File: config.mk
export PLATFORM = sky130hd
export DESIGN_NAME = seg_scan_driver
export DESIGN_NICKNAME = d
export VERILOG_FILES = /design/src/rtl/seg_pkg.sv /design/src/rtl/seg_decode.sv /design/src/rtl/seg_scan_driver.sv
export SDC_FILE = /design/constraint.sdc
export NUM_CORES = 1
export LEC_CHECK = 0
export CORE_MARGIN = 1
export CORE_UTILIZATION = 50
export CTS_CLUSTER_DIAMETER = 50
export DETAILED_ROUTE_END_ITERATION = 10
export PLACE_DENSITY = 0.68
export REMOVE_ABC_BUFFERS = 1
export SYNTH_ARGS = -nofsm -noshare
export SYNTH_HDL_FRONTEND = slang
export SYNTH_HIERARCHICAL = 1
export SYNTH_SLANG_ARGS = --single-unit
export TNS_END_PERCENT = 20
File: constraint.sdc
create_clock -name clk -period 5.15 [get_ports clk]
set_clock_uncertainty 0.15 [all_clocks]
set_input_delay 1.2875 -clock clk [delete_from_list [all_inputs] [get_ports clk]]
set_output_delay 1.2875 -clock clk [all_outputs]
set_load 0.01 [all_outputs]
File: src/rtl/seg_pkg.sv
// Shared constants for the seven-segment scan driver: segment patterns,
// code width and slot count.
package seg_pkg;

  localparam int unsigned CODE_W = 4;
  localparam int unsigned SLOTS  = 8;

  // Segment order a,b,c,d,e,f,g,dp from MSB to LSB, active-high.
  localparam logic [7:0] SEG_BLANK  = 8'h00;
  localparam logic [7:0] SEG_DIGIT [0:9] = '{
    8'hFC, 8'h60, 8'hDA, 8'hF2, 8'h66, 8'hB6, 8'hBE, 8'hE0, 8'hFE, 8'hF6
  };
  localparam logic [7:0] SEG_CODE_A = 8'h12;
  localparam logic [7:0] SEG_CODE_B = 8'h28;
  localparam logic [7:0] SEG_ERR    = 8'h9E;

  localparam logic [CODE_W-1:0] CODE_BLANK = 4'hF;

endpackage

File: src/rtl/seg_decode.sv
// Combinational display-code to segment-pattern lookup.
module seg_decode
  import seg_pkg::*;
(
  input  logic [CODE_W-1:0] code,
  output logic [7:0]        seg
);

  always_comb begin
    seg = SEG_BLANK;
    unique case (code)
      4'h0: seg = SEG_DIGIT[0];
      4'h1: seg = SEG_DIGIT[1];
      4'h2: seg = SEG_DIGIT[2];
      4'h3: seg = SEG_DIGIT[3];
      4'h4: seg = SEG_DIGIT[4];
      4'h5: seg = SEG_DIGIT[5];
      4'h6: seg = SEG_DIGIT[6];
      4'h7: seg = SEG_DIGIT[7];
      4'h8: seg = SEG_DIGIT[8];
      4'h9: seg = SEG_DIGIT[9];
      4'hA: seg = SEG_CODE_A;
      4'hB: seg = SEG_CODE_B;
      4'hC, 4'hD, 4'hE: seg = SEG_ERR;
      4'hF: seg = SEG_BLANK;
    endcase
  end

endmodule

File: src/rtl/seg_scan_driver.sv
// Eight-digit multiplexed seven-segment driver with double-buffered codes,
// anti-ghosting blank window, leading-zero suppression and blinking.
module seg_scan_driver
  import seg_pkg::*;
#(
  parameter int unsigned DIV          = 150,
  parameter int unsigned BLANK_CYC    = 2,
  parameter int unsigned BLINK_FRAMES = 32
) (
  input  logic        clk,
  input  logic        rst,
  input  logic [31:0] disp_data,
  input  logic        disp_load,
  input  logic [7:0]  lz_mask,
  input  logic [7:0]  blink_mask,
  output logic [2:0]  SEL,
  output logic [7:0]  seg,
  output logic        frame_done
);

  localparam logic [15:0] CNT_MAX   = 16'(DIV - 1);
  localparam logic [15:0] BLANK_LEN = 16'(BLANK_CYC);
  localparam logic [7:0]  BLINK_MAX = 8'(BLINK_FRAMES - 1);
  localparam logic [31:0] CODES_RST = {SLOTS{CODE_BLANK}};

  logic [15:0] cnt_q, cnt_d;
  logic [2:0]  sel_q, sel_d;
  logic [31:0] shadow_q, shadow_d, pend_q, pend_d;
  logic [7:0]  lz_sh_q, lz_sh_d, blink_sh_q, blink_sh_d;
  logic [7:0]  lz_pend_q, lz_pend_d, blink_pend_q, blink_pend_d;
  logic        pend_valid_q, pend_valid_d;
  logic [7:0]  blink_cnt_q, blink_cnt_d;
  logic        blink_phase_q, blink_phase_d;
  logic [7:0]  seg_q, seg_d;
  logic        frame_done_q, frame_done_d;

  logic              tick, boundary, blank;
  logic [CODE_W-1:0] code_nxt;
  logic [7:0]        seg_raw;

  assign tick     = (cnt_q == CNT_MAX);
  assign boundary = tick && (sel_q == 3'd7);

  always_comb begin
    cnt_d         = tick ? 16'd0 : cnt_q + 16'd1;
    sel_d         = tick ? sel_q + 3'd1 : sel_q;
    shadow_d      = shadow_q;
    lz_sh_d       = lz_sh_q;
    blink_sh_d    = blink_sh_q;
    pend_d        = pend_q;
    lz_pend_d     = lz_pend_q;
    blink_pend_d  = blink_pend_q;
    pend_valid_d  = pend_valid_q;
    blink_cnt_d   = blink_cnt_q;
    blink_phase_d = blink_phase_q;
    frame_done_d  = 1'b0;

    if (boundary) begin
      frame_done_d = 1'b1;
      pend_valid_d = 1'b0;
      // A load landing on the boundary goes straight to shadow and wins
      // over anything still waiting in pending.
      if (disp_load) begin
        shadow_d   = disp_data;
        lz_sh_d    = lz_mask;
        blink_sh_d = blink_mask;
      end else if (pend_valid_q) begin
        shadow_d   = pend_q;
        lz_sh_d    = lz_pend_q;
        blink_sh_d = blink_pend_q;
      end
      if (blink_cnt_q == BLINK_MAX) begin
        blink_cnt_d   = 8'd0;
        blink_phase_d = ~blink_phase_q;
      end else begin
        blink_cnt_d = blink_cnt_q + 8'd1;
      end
    end else if (disp_load) begin
      pend_d       = disp_data;
      lz_pend_d    = lz_mask;
      blink_pend_d = blink_mask;
      pend_valid_d = 1'b1;
    end
  end

  // Output is computed from next-state values so seg tracks SEL every cycle.
  assign code_nxt = shadow_d[{sel_d, 2'b00} +: CODE_W];

  seg_decode u_decode (
    .code (code_nxt),
    .seg  (seg_raw)
  );

  always_comb begin
    blank = (cnt_d < BLANK_LEN)
         || (lz_sh_d[sel_d] && (code_nxt == 4'h0))
         || (blink_sh_d[sel_d] && blink_phase_d);
    seg_d = blank ? SEG_BLANK : seg_raw;
  end

  always_ff @(posedge clk or negedge rst) begin
    if (!rst) begin
      cnt_q         <= 16'd0;
      sel_q         <= 3'd0;
      shadow_q      <= CODES_RST;
      lz_sh_q       <= 8'd0;
      blink_sh_q    <= 8'd0;
      pend_q        <= CODES_RST;
      lz_pend_q     <= 8'd0;
      blink_pend_q  <= 8'd0;
      pend_valid_q  <= 1'b0;
      blink_cnt_q   <= 8'd0;
      blink_phase_q <= 1'b0;
      seg_q         <= SEG_BLANK;
      frame_done_q  <= 1'b0;
    end else begin
      cnt_q         <= cnt_d;
      sel_q         <= sel_d;
      shadow_q      <= shadow_d;
      lz_sh_q       <= lz_sh_d;
      blink_sh_q    <= blink_sh_d;
      pend_q        <= pend_d;
      lz_pend_q     <= lz_pend_d;
      blink_pend_q  <= blink_pend_d;
      pend_valid_q  <= pend_valid_d;
      blink_cnt_q   <= blink_cnt_d;
      blink_phase_q <= blink_phase_d;
      seg_q         <= seg_d;
      frame_done_q  <= frame_done_d;
    end
  end

  assign SEL        = sel_q;
  assign seg        = seg_q;
  assign frame_done = frame_done_q;

endmodule
==> After elaboration in Yosys (flattened, before gate mapping) <==
Memories as Yosys holds them, arrays and structs flattened.
Index checks and enable logic that the tools add are counted.
{ "word_totals": {"register_bits": 134, "romBits": 112, "memories": 1} }
{ "mem_list": {"columns": ["name", "words", "word_bits", "rd", "rd_clocked_by_memory_dff", "write_ports", "line_no", "rtl"], "rows": [
  ["(no name shown)", 16, 7, 1, 0, 0, "seg_decode.sv:11", "unique case (code)"]
]} }
{ "op_classes": {"addsub": 3, "order_cmp": 2, "eq_ne": 3, "shift": 1, "muxes": 22, "bitwise_logic": 2, "reduce_logical": 8} }
{ "ops": {"columns": ["operator", "n"], "rows": [
  ["two-way mux 32 bit", 3],
  ["two-way mux 8 bit", 8],
  ["indexed part select 32 x 6 -> 4 bit", 1],
  ["adder 16 x 1 -> 16 bit (second input constant)", 1],
  ["equality test 16 x 8 -> 1 bit (second input constant)", 1],
  ["< comparator 16 x 2 -> 1 bit (second input constant)", 1],
  ["two-way mux 16 bit", 1],
  ["adder 8 x 1 -> 8 bit (second input constant)", 1],
  ["equality test 8 x 5 -> 1 bit (second input constant)", 1],
  ["two-way mux 1 bit", 7],
  ["binary-select mux 1 bit (select 3 bit)", 2],
  ["zero test 4 bit", 1],
  ["< comparator 3 x 4 -> 1 bit (second input constant)", 1],
  ["adder 3 x 1 -> 3 bit (second input constant)", 1],
  ["equality test 3 bit (second input constant)", 1],
  ["logical AND 1 bit", 3],
  ["two-way mux 3 bit", 1],
  ["logical OR 1 bit", 2],
  ["inverter 1 bit", 2],
  ["AND reduction 2 bit", 1],
  ["nonzero test 2 bit", 1]
]} }

==> Logic depth before layout (Yosys ltp) <==
Gate-level depths: netlist of the first run.
{ "logic_depth": {"ltp_word": 9, "depth_mapped": 20, "ltp_nobuf": 16} }

==> By module <==
Netlist of the first run, hierarchy kept.
{ "by_module_without_submodules": {"columns": ["module", "instances", "cells_each", "area_each_um2", "seq_area_each_um2"], "rows": [
  ["seg_scan_driver", 1, 603, 6886.6, 3433.3],
  ["seg_decode", 1, 35, 246.5, 0.0]
]} }

==> Worst setup path before layout of the first run <==
OpenSTA, ideal clock, no wires.
{ "synth_path": {"kind": "in2reg", "startpoint": "input port disp_load", "endpoint": "register seg_q[3] (netlist: seg[3])", "arrival_time_ps": 4178, "required_time_ps": 4901, "slack_ps": 722, "stages": 15, "n_path_buf": 2, "cell_sequence": "clkbuf_1 or2_0 clkbuf_1 nor2_1 a31oi_1 o221a_2 o22ai_1 nor4_2 inv_1 ha_1 nor2b_1 o21ai_1 o221ai_1 inv_1 a311oi_1"} }
{ "synth_between": {"word_cells_on_any_way": 18, "cone_classes": "1 x shift; 11 x mux; 5 x reduce/logical; 1 x memory"} }
{ "synth_rtl": {"columns": ["item", "line_no", "rtl"], "rows": [
  ["from (decl)", "seg_scan_driver.sv:13", "input logic disp_load,"],
  ["two-way mux 32 bit", "seg_scan_driver.sv:63", "if (disp_load) begin"],
  ["two-way mux 32 bit", "seg_scan_driver.sv:58", "if (boundary) begin"],
  ["via shadow_d[21]", "seg_scan_driver.sv:28", "logic [31:0] shadow_q, shadow_d, pend_q, pend_d;"],
  ["indexed part select 32 x 6 -> 4 bit", "seg_scan_driver.sv:87", "assign code_nxt = shadow_d[{sel_d, 2'b00} +: CODE_W];"],
  ["via code_nxt[1]", "seg_scan_driver.sv:38", "logic [CODE_W-1:0] code_nxt;"],
  ["memory (16 x 7 bit)", null, null],
  ["via seg_raw[3]", "seg_scan_driver.sv:39", "logic [7:0] seg_raw;"],
  ["two-way mux 8 bit", "seg_scan_driver.sv:98", "seg_d = blank ? SEG_BLANK : seg_raw;"],
  ["via seg_d[3]", "seg_scan_driver.sv:34", "logic [7:0] seg_q, seg_d;"],
  ["to (signal assigned)", "seg_scan_driver.sv:128", "seg_q <= seg_d;"],
  ["to (decl)", "seg_scan_driver.sv:34", null]
]} }
The timed path passes the listed nets, and every way through them passes these cells. The select of a mux whose other input is x is not followed.
A chain may end at the register's enable or synchronous reset.

==> Final worst setup path of the first run <==
{ "layout_path": {"startpoint": "register cnt_q[13]", "endpoint": "register seg_q[7] (netlist: seg[7])"} }
{ "layout_between": {"word_cells_on_any_way": 22, "cone_classes": "1 x add/sub; 1 x order compare; 1 x eq/ne; 1 x shift; 11 x mux; 6 x reduce/logical; 1 x memory"} }
{ "layout_rtl": {"columns": ["item", "line_no", "rtl"], "rows": [
  ["from (decl)", "seg_scan_driver.sv:26", "logic [15:0] cnt_q, cnt_d;"],
  ["from (signal assigned)", "seg_scan_driver.sv:117", "cnt_q <= cnt_d;"],
  ["equality test 16 x 8 -> 1 bit *", "seg_scan_driver.sv:41", "assign tick = (cnt_q == CNT_MAX);"],
  ["logical AND 1 bit", "seg_scan_driver.sv:42", "assign boundary = tick && (sel_q == 3'd7);"],
  ["two-way mux 32 bit", "seg_scan_driver.sv:58", null],
  ["indexed part select 32 x 6 -> 4 bit *", "seg_scan_driver.sv:87", null],
  ["via code_nxt[0]", "seg_scan_driver.sv:38", null],
  ["memory (16 x 7 bit) *", null, null],
  ["via seg_raw[7]", "seg_scan_driver.sv:39", null],
  ["two-way mux 8 bit *", "seg_scan_driver.sv:98", null],
  ["via seg_d[7]", "seg_scan_driver.sv:34", null]
]} }
The timed path passes the listed nets; every way through them passes the cells marked *. The select of a mux whose other input is x is not followed.

==> metrics.txt, run 1 <==
max incr delay on CP approximately 640 ps; min-delay worst type reg -> reg; Initial Util 0.514; first-pass GRT wire length approximately 28000 um; grt ovf 0; Die ar. around 15000 um2; Crit. End Element flop; Netlist Area Pre-Place between 7000 and 8000 um2; largest family of logic cells by synthesized area compound AO/OA/AOI/OAI gates; Synth Area in Simple Gates 0.145; DRC viols 0; drt initial violations roughly 380; Rows 43; Vias/cell slightly above 6; most common cell after layout, fill and taps aside dfrtp_1; RSZ-0062 raised after global routing false; fin crit period 4690 ps; Synth Area in XOR/XNOR 0.0330; Hold WS 345 ps; Area Overhead vs Synth 17.9%; antenna diode count 0; vias in the first global route roughly 5600; Max Freq 0.213 GHz; commonest register cell after synthesis dfrtp_1; Buf/Inv on CP 3; Slew HR 0.191; number of port buffers 62; GRT Total Usage 0.246; proportion of layout cells with a drive suffix above 1 0.296; final slew viol count 0; Hold Path Stages 1; power per cell area 301 nW/um2; clk sink count between 100 and 150; peak supply drop about 230 uV; CP max-delay cell or4_4; worst path arrival time between 4000 and 5000 ps; WL per Instance slightly below 20 um; CP most frequent cell buf_4; DP Worst Slack 222 ps; via count 5358; Core Area 13900 um2; largest net degree at the start of global routing slightly below 80; Synth warnings 6; #FFs+latches synth about 130; Post-CTS Setup Inserts 0; Hold Buf Count CTS 0; Ports 63; Setup WS post-layout between 400 and 500 ps; critical path class reg -> reg; clock buffer depth 2; DR pass1 iterations 5; number of enable flip-flop cells after synthesis 0; clk_lat worst skew between 400 and 500 ps; Max Cap Viol 0; sequential fraction of the synthesis area 0.481; Routed Antenna Nets 0; post-synthesis mux area share 0.105; cells after synthesis roughly 640; CP Data Required Time ~5300 ps; crit-path leading delay family simple AND/OR/NAND/NOR gates; CP Max Fanout 11; Avg Cell Area, Syn approximately 11 um2; complex-gate fraction of the synthesized area 0.162; Yosys cell types between 70 and 80; CTS tree yes; Adder-Cell Fraction of Synth Area 0.0193; Hold Fails Final Rpt 0; outcome completed; Final nets ~750; Reg clk slew, reported paths approximately 60 ps; die width around 120 um; Num CTS Buffers 17; DRT Wirelength 17000 um; CP Depth 14; Pleak 3.48 nW; Tcrit/Tclk final 0.912; commonest non-fill, non-tap cells in the layout dfrtp_1 (70), nor2_1 (67), dfstp_2 (64), clkdlybuf4s50_1 (61), mux2_2 (52); CTS H-tree lvls 4; Final GP Congestion 0.974; # setup viols final 0; r2r worst-path depth 14; CP Cell Sequence or4_4 > nor4_4 > buf_4 > mux2i_2 > buf_4 > nor2_1 > a32oi_1 > nand4_1 > ha_1 > nand2b_1 > o211ai_1 > o31a_1 > inv_1 > a311oi_1; Async S/R FF share, synth 1.00; dpl hpwl 11700 um; CTS resizes 0; die height between 100 and 150 um; slew at the pin with the worst max-slew slack between 1000 and 1500 ps; CTS root buf clkbuf_16; fillcell total around 1200; initial antenna violation count 0; startpoint types flop
[cell usage after synthesis, types with 6 or more instances]
cell	n	area (um2)
dfrtp_1	70	1750
nor2_1	67	251
dfstp_2	64	1680
mux2_2	52	586
nand2_1	30	113
clkbuf_1	22	82.6
a31oi_1	20	125
a32oi_1	17	149
o221a_2	17	191
inv_1	16	60.1
xnor2_1	16	140
and2_1	15	93.8
mux2i_1	15	150
nand3_1	15	75.1
nand4_1	13	81.3
o22ai_1	13	81.3
buf_4	11	82.6
ha_1	11	138
o21ai_0	10	50.1
buf_6	9	101
xor2_1	9	78.8
a311oi_1	8	70.1
a32o_1	8	80.1
a21oi_1	7	35.0
nor3_1	7	35.0
buf_2	6	30.0
[stage by stage]
step	total power, mW	cell area, um2	utilization	setup TNS, ps	cells
2_1_floorplan	1.20	6820	-	-78.2	587
3_3_place_gp	1.29	7800	0.562	0	845
3_5_place_dp	1.30	7800	0.562	0	845
4_1_cts	2.55	8410	0.606	0	877
5_1_grt	2.61	8410	0.606	0	877
6_report	2.53	8410	0.606	0	877
[area by class of cell]
type	instances	area (um2)	area share
Tap cell	180	225	0.0268
Multi-Input combinational cell	433	3320	0.394
Timing Repair Buffer	78	751	0.0893
Clock inverter	10	153	0.0182
Clock buffer	22	454	0.0540
Sequential cell	134	3430	0.408
Inverter	20	76.3	0.00908
[state kept, by name (all words and copies together), names as in the netlist]
signal	flops
SEL	3
blink_cnt_q	8
blink_pend_q	8
blink_phase_q	1
blink_sh_q	8
cnt_q	16
frame_done	1
lz_pend_q	8
lz_sh_q	8
pend_q	32
pend_valid_q	1
seg	8
shadow_q	32
[power breakdown]
part           total [mW]  leakage (nW)  internal [mW]  switching (mW)
registers            1.13          1.55           1.11          0.0206
logic               0.145          1.63         0.0792          0.0654
clock network        1.25         0.298          0.818           0.432
[path summary, 6_finish.rpt]
check,end,startpoint,slack [ps]
worst max-delay path,seg[7],cnt_q[13],460
worst min-delay path,blink_cnt_q[7],blink_cnt_q[7],340
worst max register to register,seg[7],cnt_q[13],460
worst min register to register,blink_cnt_q[7],blink_cnt_q[7],340
max in group asynchronous,pend_q[29],rst,3180
min in group asynchronous,blink_cnt_q[6],rst,800
[kinds of logic (layout without fill, tap and decap cells)]
| group | Yosys count | count (layout) |
|---|---|---|
| muxes | 68 | 68 |
| xor gates and xnor gates | 26 | 26 |
| and+or+nand+nor | 186 | 186 |
| AOI/OAI and AO/OA | 141 | 141 |
| adders and majority gates | 11 | 11 |
| buffers and inverters | 71 | 130 |
| DFF | 134 | 134 |
| other | 1 | 1 |
[layer usage]
layer	vias to the layer above	global-route usage	share of wire
li1	2478	-	-
met1	2685	0.303	0.42
met2	166	0.420	0.51
met3	29	0.0522	0.048
met4	0	0.0980	0.020
met5	-	0	0
Note: power is estimated with default switching activity, not from simulation.
==> inputs of run 2 (changes only) <==
--- a/config.mk
+++ b/config.mk
@@ -6,10 +6,10 @@
 export NUM_CORES = 1
 export LEC_CHECK = 0
 export CORE_MARGIN = 1
-export CORE_UTILIZATION = 50
+export CORE_UTILIZATION = 58
 export CTS_CLUSTER_DIAMETER = 50
 export DETAILED_ROUTE_END_ITERATION = 10
-export PLACE_DENSITY = 0.68
+export PLACE_DENSITY = 0.77
 export REMOVE_ABC_BUFFERS = 1
 export SYNTH_ARGS = -nofsm -noshare
 export SYNTH_HDL_FRONTEND = slang
==> metrics.txt, run 2 (synthesis gave the netlist of run 1 again) <==
outcome completed (unchanged); startpoint types flop (unchanged); critical path class reg -> reg (unchanged); Finished Layout Cells 845 (was 877); Slew HR 0.400 (was 0.191); Hold Buf Count CTS 0 (unchanged); RSZ-0062 raised after global routing false (unchanged); worst path arrival time 4710 ps (was 4830 ps); Core Area 12000 um2 (was 13900 um2); Rows 40 (was 43); placed instance count 813 (was 845); Crit. End Element flop (unchanged); DR pass1 iterations 5 (unchanged); commonest non-fill, non-tap cells in the layout dfrtp_1 (70), nor2_1 (67), dfstp_2 (64), clkdlybuf4s50_1 (61), mux2_2 (52) (unchanged); min-delay worst type reg -> reg (unchanged); fin crit period 4530 ps (was 4690 ps); CTS H-tree lvls 4 (unchanged); cell area after layout 8460 um2 (was 8410 um2); Initial Util 0.594 (was 0.514); Final GP Congestion 0.917 (was 0.974); Reg2Reg Capture Point seg[3] (was seg[7]); CTS tree yes (unchanged); CTS resizes 0 (unchanged); Routed Antenna Nets 0 (unchanged); Ports 63 (unchanged); Post-DP Area 7770 um2 (was 7800 um2); Hold Fails Final Rpt 0 (unchanged); Num CTS Buffers 17 (unchanged); via count 5383 (was 5358); Reg clk slew, reported paths 60 ps (about the same); Vias/cell 6.37 (was 6.11); GRT Total Usage 0.283 (was 0.246); grt ovf 0 (unchanged); WHS Endpoint blink_cnt_q[7] (unchanged); WL per Instance 19.7 um (was 19.4 um); FF-to-FF setup slack 620 ps (was 460 ps); CP Data Required Time 5320 ps (was 5290 ps); Area Overhead vs Synth 18.6% (was 17.9%); Tcrit/Tclk final 0.881 (was 0.912); hold_sp blink_cnt_q[7] (unchanged); die width 113 um (was 121 um); Pleak 3.52 nW (was 3.48 nW); proportion of layout cells with a drive suffix above 1 0.302 (was 0.296); number of port buffers 62 (unchanged); # setup viols final 0 (unchanged); drt initial violations 367 (was 383); die height 113 um (was 121 um); slew at the pin with the worst max-slew slack 900 ps (was 1210 ps); Die ar. 12700 um2 (was 14700 um2); Max Freq 0.221 GHz (was 0.213 GHz); power per cell area 316 nW/um2 (was 301 nW/um2); antenna diode count 0 (unchanged); DRC viols 0 (unchanged); r2r worst-path depth 15 (was 14); Hold Path Stages 1 (unchanged); CP startpoint cnt_q[13] (unchanged); initial antenna violation count 0 (unchanged); peak supply drop 282 uV (was 234 uV); most common cell after layout, fill and taps aside dfrtp_1 (unchanged); dpl hpwl 11100 um (was 11700 um); CTS root buf clkbuf_16 (unchanged); clk sink count 134 (unchanged); clock buffer depth 2 (unchanged); final slew viol count 0 (unchanged); Final nets 747 (was 746); largest net degree at the start of global routing 74 (was 77); Post-CTS Setup Inserts 0 (unchanged); CP Max Fanout 16 (was 11); reg2reg start cnt_q[13] (unchanged); Design Power 2.67 mW (was 2.53 mW); first-pass GRT wire length 27800 um (was 27700 um); Max Cap Viol 0 (unchanged); clk_lat worst skew 430 ps (was 420 ps); DRT Wirelength 16600 um (was 17000 um); fillcell total 817 (was 1151); Regs by FF count pend_q (32), shadow_q (32), cnt_q (16) (unchanged); vias in the first global route 5593 (was 5561)
run 2: cell types whose count changed in the layout (fill, tap and decap cells not counted), sizes merged:
cell	change
clkinv	-1
buf	+1
clkbuf	-2
clkinvlp	+1
bufinv	+2
run 2: power by group:
part / switching (mW) / internal, mW / leakage [nW] / total, mW
Sequential: 0.0205 / 1.11 / 1.55 / 1.13
Clock: 0.454 / 0.945 / 0.332 / 1.40
Combinational: 0.0644 / 0.0789 / 1.63 / 0.143
Total: 0.539 / 2.14 / 3.52 / 2.67
run 2: layout make-up:
type                    instances  area [um2]  share of cell area
clock buffers                  20         467              0.0552
flip-flops and latches        134        3430               0.406
multi-input cells             433        3320               0.392
clock inverters                12         223              0.0263
well taps                     147         184              0.0217
repair buffers                 79         758              0.0896
inverters                      20        76.3             0.00902
run 2: how the worst max path moves through the flow:
stage	end	slack [ps]
floorplan	seg[3]	-40
global placement	seg[2]	540
detailed placement	seg[3]	430
CTS	seg[3]	650
global route	seg[3]	400
finish	seg[3]	620
run 2: critical path, cell delays in order, from the launching register on:
cell	delay, ps
dfrtp_1	460
or4_4	630
nor4_4	560
mux2i_2	290
buf_4	270
inv_2	150
nor2_1	320
a32oi_1	180
nand4_1	320
inv_1	170
ha_1	370
nor2b_1	120
o21ai_1	70
o221ai_1	80
inv_1	70
a311oi_1	220
run 2: through the flow:
| stage | utilization | worst slack (ps) | TNS, ps | hold WS [ps] |
|---|---|---|---|---|
| 2_1_floorplan | - | -43.3 | -78.2 | 300 |
| 5_1_grt | 0.704 | 397 | 0 | 376 |
| 4_1_cts | 0.704 | 651 | 0 | 348 |
| 3_5_place_dp | 0.647 | 430 | 0 | 338 |
| 6_report | 0.704 | 615 | 0 | 342 |
| 3_3_place_gp | 0.647 | 541 | 0 | 328 |
run 2: layer usage:
metal,track usage,up-vias,wire (um),share of wire
li1,-,2492,-,-
met1,0.364,2700,7270,0.44
met2,0.459,161,8220,0.49
met3,0.0653,30,776,0.047
met4,0.131,0,367,0.022
met5,0,-,0,0
==> inputs of run 3 (changes only) <==
--- a/config.mk
+++ b/config.mk
@@ -5,12 +5,12 @@
 export SDC_FILE = /design/constraint.sdc
 export NUM_CORES = 1
 export LEC_CHECK = 0
+export CAP_MARGIN = 20
 export CORE_MARGIN = 1
 export CORE_UTILIZATION = 58
 export CTS_CLUSTER_DIAMETER = 50
 export DETAILED_ROUTE_END_ITERATION = 10
 export PLACE_DENSITY = 0.77
-export REMOVE_ABC_BUFFERS = 1
 export SYNTH_ARGS = -nofsm -noshare
 export SYNTH_HDL_FRONTEND = slang
 export SYNTH_HIERARCHICAL = 1
==> metrics.txt, run 3 (synthesis gave the netlist of run 1 again) <==
M1 wire length 7290 um (was 7270 um); fin crit period 4490 ps (was 4530 ps); proportion of layout cells with a drive suffix above 1 0.299 (was 0.302); met3 routed WL 788 um (was 776 um); Max Freq 0.223 GHz (was 0.221 GHz); Vias/cell 6.35 (was 6.37); Hold Buf Count CTS 0 (unchanged); commonest non-fill, non-tap cells in the layout dfrtp_1 (70), nor2_1 (67), dfstp_2 (64), clkdlybuf4s50_1 (61), mux2_2 (52) (unchanged); Net Sw Frac 0.215 (was 0.201); slew at the pin with the worst max-slew slack 785 ps (was 900 ps); Ports 63 (unchanged); register share of total power 0.456 (was 0.423); grt ovf 0 (unchanged); top layer in use met4 (unchanged); Final nets 747 (unchanged); min-delay worst type reg -> reg (unchanged); final slew viol count 0 (unchanged); clk sink count 134 (unchanged); RSZ-0062 raised after global routing false (unchanged); CTS H-tree lvls 4 (unchanged); CTS tree yes (unchanged); Core Area 12000 um2 (unchanged); Num CTS Buffers 17 (unchanged); Comb power frac 0.058 (was 0.054); initial antenna violation count 0 (unchanged); first-pass GRT wire length 27700 um (was 27800 um); Reg clk slew, reported paths 50 ps (was 60 ps); Hold WS 342 ps (about the same); Routed Antenna Nets 0 (unchanged); DRC viols 0 (unchanged); Crit. End Element flop (unchanged); drt initial violations 512 (was 367); die width 113 um (unchanged); GRT Total Usage 0.282 (was 0.283); die height 113 um (unchanged); CP Data Required Time 5310 ps (was 5320 ps); outcome completed (unchanged); Syn Nets 700; Setup TNS Final 0 ps (unchanged); # setup viols final 0 (unchanged); Initial Util 0.594 (unchanged); worst path arrival time 4650 ps (was 4710 ps); number of port buffers 62 (unchanged); Design Power 2.48 mW (was 2.67 mW); peak supply drop 264 uV (was 282 uV); WL per Instance 19.9 um (was 19.7 um); largest net degree at the start of global routing 74 (unchanged); antenna diode count 0 (unchanged); Area Overhead vs Synth 17.3% (was 18.6%); Pleak 3.49 nW (was 3.52 nW); design internal power 1.95 mW (was 2.14 mW); critical path class reg -> reg (unchanged); Regs by FF count pend_q (32), shadow_q (32), cnt_q (16) (unchanged); startpoint types flop (unchanged); fillcell total 887 (was 817); met2 WL 8330 um (was 8220 um); Post-CTS Setup Inserts 0 (unchanged); Clock Power Share 0.486 (was 0.523); clk_lat worst skew 430 ps (about the same); via count 5368 (was 5383); DRT Wirelength 16800 um (was 16600 um); Tcrit/Tclk final 0.872 (was 0.881); DR pass1 iterations 4 (was 5); Slew HR 0.477 (was 0.400); Die ar. 12700 um2 (unchanged); clock buffer depth 2 (unchanged); power per cell area 297 nW/um2 (was 316 nW/um2); most common cell after layout, fill and taps aside dfrtp_1 (unchanged); Hold Fails Final Rpt 0 (unchanged); Rows 40 (unchanged); CTS resizes 0 (unchanged); CP Max Fanout 11 (was 16); Max Cap Viol 0 (unchanged); dpl hpwl 11300 um (was 11100 um); Net Sw Power 0.533 mW (was 0.539 mW); CTS root buf clkbuf_16 (unchanged); vias in the first global route 5410 (was 5593); Final GP Congestion 0.881 (was 0.917)
==> run 3: area by class of cell <==
cell class                      instances  area, um2  share of cell area
Clock buffer                           23        488              0.0583
Clock inverter                          9       98.8              0.0118
Inverter                               20       76.3             0.00912
Multi-Input combinational cell        433       3320               0.396
Sequential cell                       134       3430               0.410
Tap cell                              147        184              0.0220
Timing Repair Buffer                   79        771              0.0921
==> run 3: per-stage QoR <==
step                worst slack (ps)  area [um2]   util  cells
floorplan                        722        7130      -    638
global placement                 444        7780  0.648    813
detailed placement               365        7780  0.648    813
CTS                              712        8370  0.697    845
global route                     391        8370  0.697    845
finish                           659        8370  0.697    845
==> run 3: power groups by stage <==
stage / combinational (mW) / clock, mW / sequential (mW)
2_1_floorplan: 0.0642 / 0 / 1.14
3_3_place_gp: 0.141 / 0 / 1.15
3_5_place_dp: 0.145 / 0 / 1.15
4_1_cts: 0.146 / 1.22 / 1.13
5_1_grt: 0.158 / 1.27 / 1.14
6_report: 0.144 / 1.21 / 1.13
==> run 3: critical path, cell delays in order (launching register included) <==
cell,delay [ps]
dfrtp_1,470
or4_4,640
nor4_4,620
and2_1,490
buf_4,270
o221a_2,230
o22ai_1,110
nor4_2,320
inv_1,140
ha_1,330
nor2b_1,120
o21ai_1,60
o221ai_1,70
inv_1,60
a311oi_1,260
==> run 3: path summary, 6_finish.rpt <==
path | depth (start not counted) | slack (ps) | startpoint | endpoint
worst min register to register | 1 | 340 | blink_cnt_q[7] | blink_cnt_q[7]
worst max register to register | 14 | 660 | cnt_q[13] | seg[3]
min in group asynchronous | 1 | 780 | rst | blink_pend_q[1]
worst min-delay path | 1 | 340 | blink_cnt_q[7] | blink_cnt_q[7]
worst max-delay path | 14 | 660 | cnt_q[13] | seg[3]
max in group asynchronous | 2 | 3200 | rst | pend_q[12]
==> run 3: routing by layer <==
| metal | GRT usage | up-vias |
|---|---|---|
| met5 | 0 | - |
| met3 | 0.0712 | 31 |
| met2 | 0.469 | 163 |
| met4 | 0.122 | 0 |
| li1 | - | 2472 |
| met1 | 0.350 | 2702 |
